--- src/rtl/mem_arbiter.sv ---
// Memory port arbiter: shares one request/response memory port between the
// instruction fetch and data stages. Data access normally wins; a saturating
// starvation counter forces a fetch grant after STARVE_MAX consecutive data
// grants while fetch is waiting. Only one transaction is in flight at a time.
module mem_arbiter #(
    parameter int XLEN       = 32,
    parameter int STARVE_MAX = 4
) (
    input  logic                clk,
    input  logic                rst_n,

    input  logic                if_req,
    input  logic [XLEN-1:0]     if_addr,
    output logic [XLEN-1:0]     if_rdata,
    output logic                if_done,

    input  logic                dm_req,
    input  logic                dm_we,
    input  logic [XLEN/8-1:0]   dm_be,
    input  logic [XLEN-1:0]     dm_addr,
    input  logic [XLEN-1:0]     dm_wdata,
    output logic [XLEN-1:0]     dm_rdata,
    output logic                dm_done,

    output logic                mem_req,
    output logic                mem_we,
    output logic [XLEN/8-1:0]   mem_be,
    output logic [XLEN-1:0]     mem_addr,
    output logic [XLEN-1:0]     mem_wdata,
    input  logic                mem_gnt,
    input  logic                mem_rvalid,
    input  logic [XLEN-1:0]     mem_rdata,

    output logic                stall_if,
    output logic                stall_dm
);

    localparam int BEW = XLEN / 8;
    localparam int CW  = (STARVE_MAX < 1) ? 1 : $clog2(STARVE_MAX + 1);
    localparam logic [CW-1:0] STARVE_LIMIT = CW'(STARVE_MAX);

    typedef enum logic [2:0] {
        IDLE,
        REQ_IF,
        WAIT_IF,
        REQ_DM,
        WAIT_DM,
        DONE
    } state_t;

    state_t state, state_nxt;

    // Fields of the granted transaction, held stable while it is presented
    logic [XLEN-1:0] lat_addr;
    logic [XLEN-1:0] lat_wdata;
    logic [BEW-1:0]  lat_be;
    logic            lat_we;
    logic            owner_if;

    logic [CW-1:0]   starve_cnt;

    logic if_cand, dm_cand;
    logic grant_if, grant_dm;
    logic cap_if, cap_dm;

    // Arbitration: only evaluated in IDLE; fetch wins only when data is absent or fetch is starved
    always_comb begin
        if_cand  = 1'b0;
        dm_cand  = 1'b0;
        grant_if = 1'b0;
        grant_dm = 1'b0;
        if (state == IDLE) begin
            if_cand = if_req & ~if_done;
            dm_cand = dm_req & ~dm_done;
            if (if_cand && (!dm_cand || starve_cnt == STARVE_LIMIT)) begin
                grant_if = 1'b1;
            end else if (dm_cand) begin
                grant_dm = 1'b1;
            end
        end
    end

    // Response capture: a read/ack may arrive together with the grant or later in WAIT
    always_comb begin
        cap_if = ((state == REQ_IF) && mem_gnt && mem_rvalid) ||
                 ((state == WAIT_IF) && mem_rvalid);
        cap_dm = ((state == REQ_DM) && mem_gnt && mem_rvalid) ||
                 ((state == WAIT_DM) && mem_rvalid);
    end

    // Next-state logic for the transaction sequencer
    always_comb begin
        state_nxt = state;
        case (state)
            IDLE: begin
                if (grant_if) begin
                    state_nxt = REQ_IF;
                end else if (grant_dm) begin
                    state_nxt = REQ_DM;
                end
            end
            REQ_IF: begin
                if (mem_gnt) begin
                    state_nxt = mem_rvalid ? DONE : WAIT_IF;
                end
            end
            WAIT_IF: begin
                if (mem_rvalid) begin
                    state_nxt = DONE;
                end
            end
            REQ_DM: begin
                if (mem_gnt) begin
                    state_nxt = mem_rvalid ? DONE : WAIT_DM;
                end
            end
            WAIT_DM: begin
                if (mem_rvalid) begin
                    state_nxt = DONE;
                end
            end
            DONE:    state_nxt = IDLE;
            default: state_nxt = IDLE;
        endcase
    end

    // State register
    always_ff @(posedge clk or negedge rst_n) begin
        if (!rst_n) begin
            state <= IDLE;
        end else begin
            state <= state_nxt;
        end
    end

    // Latch the winner's request fields at the grant decision; fetch is always a full-word read
    always_ff @(posedge clk or negedge rst_n) begin
        if (!rst_n) begin
            lat_addr  <= '0;
            lat_wdata <= '0;
            lat_be    <= '0;
            lat_we    <= 1'b0;
            owner_if  <= 1'b0;
        end else if (grant_if) begin
            lat_addr  <= if_addr;
            lat_wdata <= '0;
            lat_be    <= '1;
            lat_we    <= 1'b0;
            owner_if  <= 1'b1;
        end else if (grant_dm) begin
            lat_addr  <= dm_addr;
            lat_wdata <= dm_wdata;
            lat_be    <= dm_be;
            lat_we    <= dm_we;
            owner_if  <= 1'b0;
        end
    end

    // Starvation counter: counts data grants made while fetch is waiting, saturating
    always_ff @(posedge clk or negedge rst_n) begin
        if (!rst_n) begin
            starve_cnt <= '0;
        end else if (!if_req || grant_if) begin
            starve_cnt <= '0;
        end else if (grant_dm && starve_cnt != STARVE_LIMIT) begin
            starve_cnt <= starve_cnt + CW'(1);
        end
    end

    // Per-requester read data holds the last captured response until the next one
    always_ff @(posedge clk or negedge rst_n) begin
        if (!rst_n) begin
            if_rdata <= '0;
            dm_rdata <= '0;
        end else begin
            if (cap_if) begin
                if_rdata <= mem_rdata;
            end
            if (cap_dm) begin
                dm_rdata <= mem_rdata;
            end
        end
    end

    assign if_done   = (state == DONE) &&  owner_if;
    assign dm_done   = (state == DONE) && !owner_if;

    assign mem_req   = (state == REQ_IF) || (state == REQ_DM);
    assign mem_we    = mem_req & lat_we;
    assign mem_be    = lat_be;
    assign mem_addr  = lat_addr;
    assign mem_wdata = lat_wdata;

    assign stall_if  = if_req & ~if_done;
    assign stall_dm  = dm_req & ~dm_done;

endmodule

--- config.mk ---
export PLATFORM = sky130hd
export DESIGN_NAME = mem_arbiter
export DESIGN_NICKNAME = d
export VERILOG_FILES = /design/src/rtl/mem_arbiter.sv
export SDC_FILE = /design/constraint.sdc
export NUM_CORES = 1
export LEC_CHECK = 0
export CORE_MARGIN = 5
export CORE_UTILIZATION = 50
export CTS_CLUSTER_DIAMETER = 30
export DETAILED_ROUTE_END_ITERATION = 6
export DONT_BUFFER_PORTS = 1
export PLACE_DENSITY = 0.76
export REMOVE_ABC_BUFFERS = 1
export SYNTH_ARGS = -nofsm -noshare
export SYNTH_HDL_FRONTEND = slang
export SYNTH_SLANG_ARGS = --single-unit
--- constraint.sdc ---
create_clock -name clk -period 1.8 [get_ports clk]
set_input_delay 0.18 -clock clk [delete_from_list [all_inputs] [get_ports clk]]
set_output_delay 0.18 -clock clk [all_outputs]
set_load 0.02 [all_outputs]
==> flow_summary.yaml <==
global_route:
  antenna_found_initial: 0
  grt_max_degree: 141
  grt_pass1_wl_mm: 30.9
  grt_pass1_vias: 5622
  grt_remaining_overflow: 0
  grt_use_total: 0.265
clock_tree:
  clock_latency_ps: 410
  htree_levels: 4
  cts-buffers-inserted: 17
  path_clk_slew_ps: 60
  cts.sinks: 140
  hold_buffers: 138
  tritoncts: "done"
  root_buffer: "clkbuf_16"
  cts_max_path_buffers: 2
detailed_routing:
  drt_wl_total_mm: 20.3
  drtIter0Drc: 573
  vias: 5239
  via_per_inst: 6.04
  post-route-drc-count: 0
  ant_nets: 0
  drt-pass1-iter-count: 5
  wire_per_inst_um: 23.4
critical_path:
  crit_fanout: 5
  reg2reg_from: "state[0]$_DFFE_PN0P_"
  path_class: "register to primary output"
  worstSetupEndpointType: "primary output"
  critical_path_required_ps: 1620
  critPathLaunch: "state[2]$_DFFE_PN0P_"
  worstPathArrival_ps: 1550
  start_kind: "register"
  r2r_setup_slack_ps: 80
run_status:
  failed_checks: "negative hold slack"
  status: "finished, violations left"
logic_synthesis:
  ys_seq_area_frac: 0.542
  synthCells: 547
  synth_flop_cell: "dfrtp_1"
  muxShareOfSynthArea: 0.171
  syn_area_mm2: 0.00646
  synth-simple-area-share: 0.0519
  synth-edff-count: 0
  synth_compound_area_frac: 0.165
  synth-xor-area-share: 0
  synth_top_family_by_area: "multiplexers"
  synth_warnings: 0
  syn_area_per_cell_um2: 11.8
  ys_seq_elements: 140
  synth-async-reset-ratio: 1.00
  synth_fa_ha_area_frac: 0.00387
  synth.distinct_cells: 43
sta:
  setup_tns_ps: 0
  maxSlewViolCount: 0
  fin_ws_ps: 72.2
  fin_worst_skew_ps: 10.1
  hold_viol: 140
  finalCritPeriodShare: 0.960
  worst_pin_slew_ps: 619
  finalWorstPathRequiredPeriod_ps: 1730
  setup_viol: 0
  max_freq_mhz: 579
  relSlewSlack: 0.587
  grt_setup_unrepaired: "true"
  whs_ps: -540
place:
  globalplace.congestion: 0.813
  pre_cts_ws_ps: -4.38
  hpwlAfterDp_mm: 11.3
  post_dp_cell_area_mm2: 0.00674
  placement.io_buffers: 0
floorplan:
  initial_utilization: 0.512
  die_area_mm2: 0.0153
  core_area_mm2: 0.0126
  die_h_um: 124
  row_count: 41
  die_w_um: 124
  io_pins: 277
layout:
  layout_commonest_cell: "dfrtp_1"
  n_fill_cell: 833
  nets: 821
  multiInputGateArea_mm2: 0.00258
  seqCellArea_mm2: 0.00350
  final_cell_mix: "dfrtp_1 (139), dlygate4sd3_1 (137), mux2_2 (56), inv_1 (41), a31oi_1 (38)"
  drive_gt1_frac: 0.228
  area_delta_synth_final_pct: 36.6
  fin_area_mm2: 0.00883
power_and_ir_drop:
  irDropWorstVdd_uv: 910
  clockPowerShare: 0.231
  leakagePower_nw: 3.91
  p_sw_frac: 0.419
  p_per_area_mw_per_mm2: 1800
  internal_power_mw: 9.25
  power_frac_comb: 0.273
  p_sw_mw: 6.68
  pwr-share-seq: 0.496
job:
  maxCapViolCount: 0
min_path:
  hold_path.class: "primary input to async pin"
==> cell families after synthesis <==
| family | count (synthesis) |
|---|---|
| AOI/OAI and AO/OA | 150 |
| DFF | 140 |
| muxes | 102 |
| buffers and inverters | 93 |
| and+or+nand+nor | 60 |
| adders and majority gates | 2 |
==> sequential cells by signal, summed over array words and instances, names as in the netlist <==
register    count
mem_addr       32
lat_we          1
mem_be          4
owner_if        1
starve_cnt      3
state           3
if_rdata       32
dm_rdata       32
mem_wdata      32
==> synth_stat cells (2+ instances only) <==
| cell type | count | area (µm²) |
|---|---|---|
| nor3b_1 | 2 | 15.0 |
| nand2_1 | 4 | 15.0 |
| nand3_1 | 35 | 175 |
| and3_1 | 2 | 12.5 |
| o31ai_2 | 28 | 350 |
| buf_1 | 2 | 7.51 |
| o31ai_1 | 5 | 37.5 |
| o21ai_0 | 33 | 165 |
| mux2_1 | 9 | 101 |
| nand2b_1 | 2 | 12.5 |
| nor2b_1 | 3 | 18.8 |
| nor2_1 | 3 | 11.3 |
| clkbuf_1 | 21 | 78.8 |
| buf_2 | 16 | 80.1 |
| a21oi_1 | 35 | 175 |
| a31oi_1 | 38 | 238 |
| ha_1 | 2 | 25.0 |
| inv_1 | 42 | 158 |
| dfrtp_1 | 140 | 3500 |
| mux2i_1 | 37 | 370 |
| buf_6 | 4 | 45.0 |
| buf_4 | 8 | 60.1 |
| mux2_2 | 56 | 631 |
==> area by class of cell <==
type | instances | share of cell area
well taps | 172 | 0.0244
clock buffers | 18 | 0.0486
flip-flops and latches | 140 | 0.397
clock inverters | 14 | 0.0220
diodes | 2 | 0.000567
inverters | 42 | 0.0179
repair buffers | 165 | 0.197
multi-input cells | 314 | 0.293
==> per-layer routing <==
layer / up-vias / track usage / wire length, µm
li1: 2232 / - / -
met1: 2507 / 0.298 / 6890
met2: 414 / 0.432 / 9820
met3: 86 / 0.107 / 2770
met4: 0 / 0.138 / 795
met5: - / 0 / 0
==> critical path, stage by stage, from the launching register on <==
cell and delay (ps):
dfrtp_1 410, buf_6 140, nor2b_2 150, and3b_1 170, nor2b_1 110, buf_4 160
==> worst paths after layout <==
kind                                       endpoint  cells after the start
max in group asynchronous  mem_addr[23]$_DFFE_PN0P_                      0
setup / recovery                           stall_dm                      5
setup reg to reg           dm_rdata[23]$_DFFE_PN0P_                      5
hold / removal             if_rdata[12]$_DFFE_PN0P_                      0
hold reg to reg                owner_if$_DFFE_PN0P_                      1
min in group clk               state[1]$_DFFE_PN0P_                      2
==> power by group through the flow <==
| stage | clock, mW | combinational (mW) | sequential, mW |
|---|---|---|---|
| 3_3_place_gp | 0 | 3.59 | 7.78 |
| 5_1_grt | 3.88 | 4.72 | 8.05 |
| 6_report | 3.68 | 4.35 | 7.89 |
| 2_1_floorplan | 0 | 2.76 | 7.40 |
| 4_1_cts | 3.73 | 4.13 | 7.83 |
| 3_5_place_dp | 0 | 3.86 | 7.85 |
==> repair_timing <==
action                                  CTS  global route
resized for setup                         2             6
endpoints found under the setup margin    7            22
setup buffers                             0             2
endpoints found under the hold margin   277           140
gates cloned                              0             2
==> per-stage QoR <==
stage	util	hold slack [ps]	std cells	total power, mW
final	0.699	-540	867	15.9
after global routing	0.699	-564	865	16.6
after global placement	0.534	-112	691	11.4
after CTS	0.694	-565	861	15.7
after detailed placement	0.534	-112	691	11.7
after floorplan	-	-116	496	10.2
(Power assumes the default switching activity.)
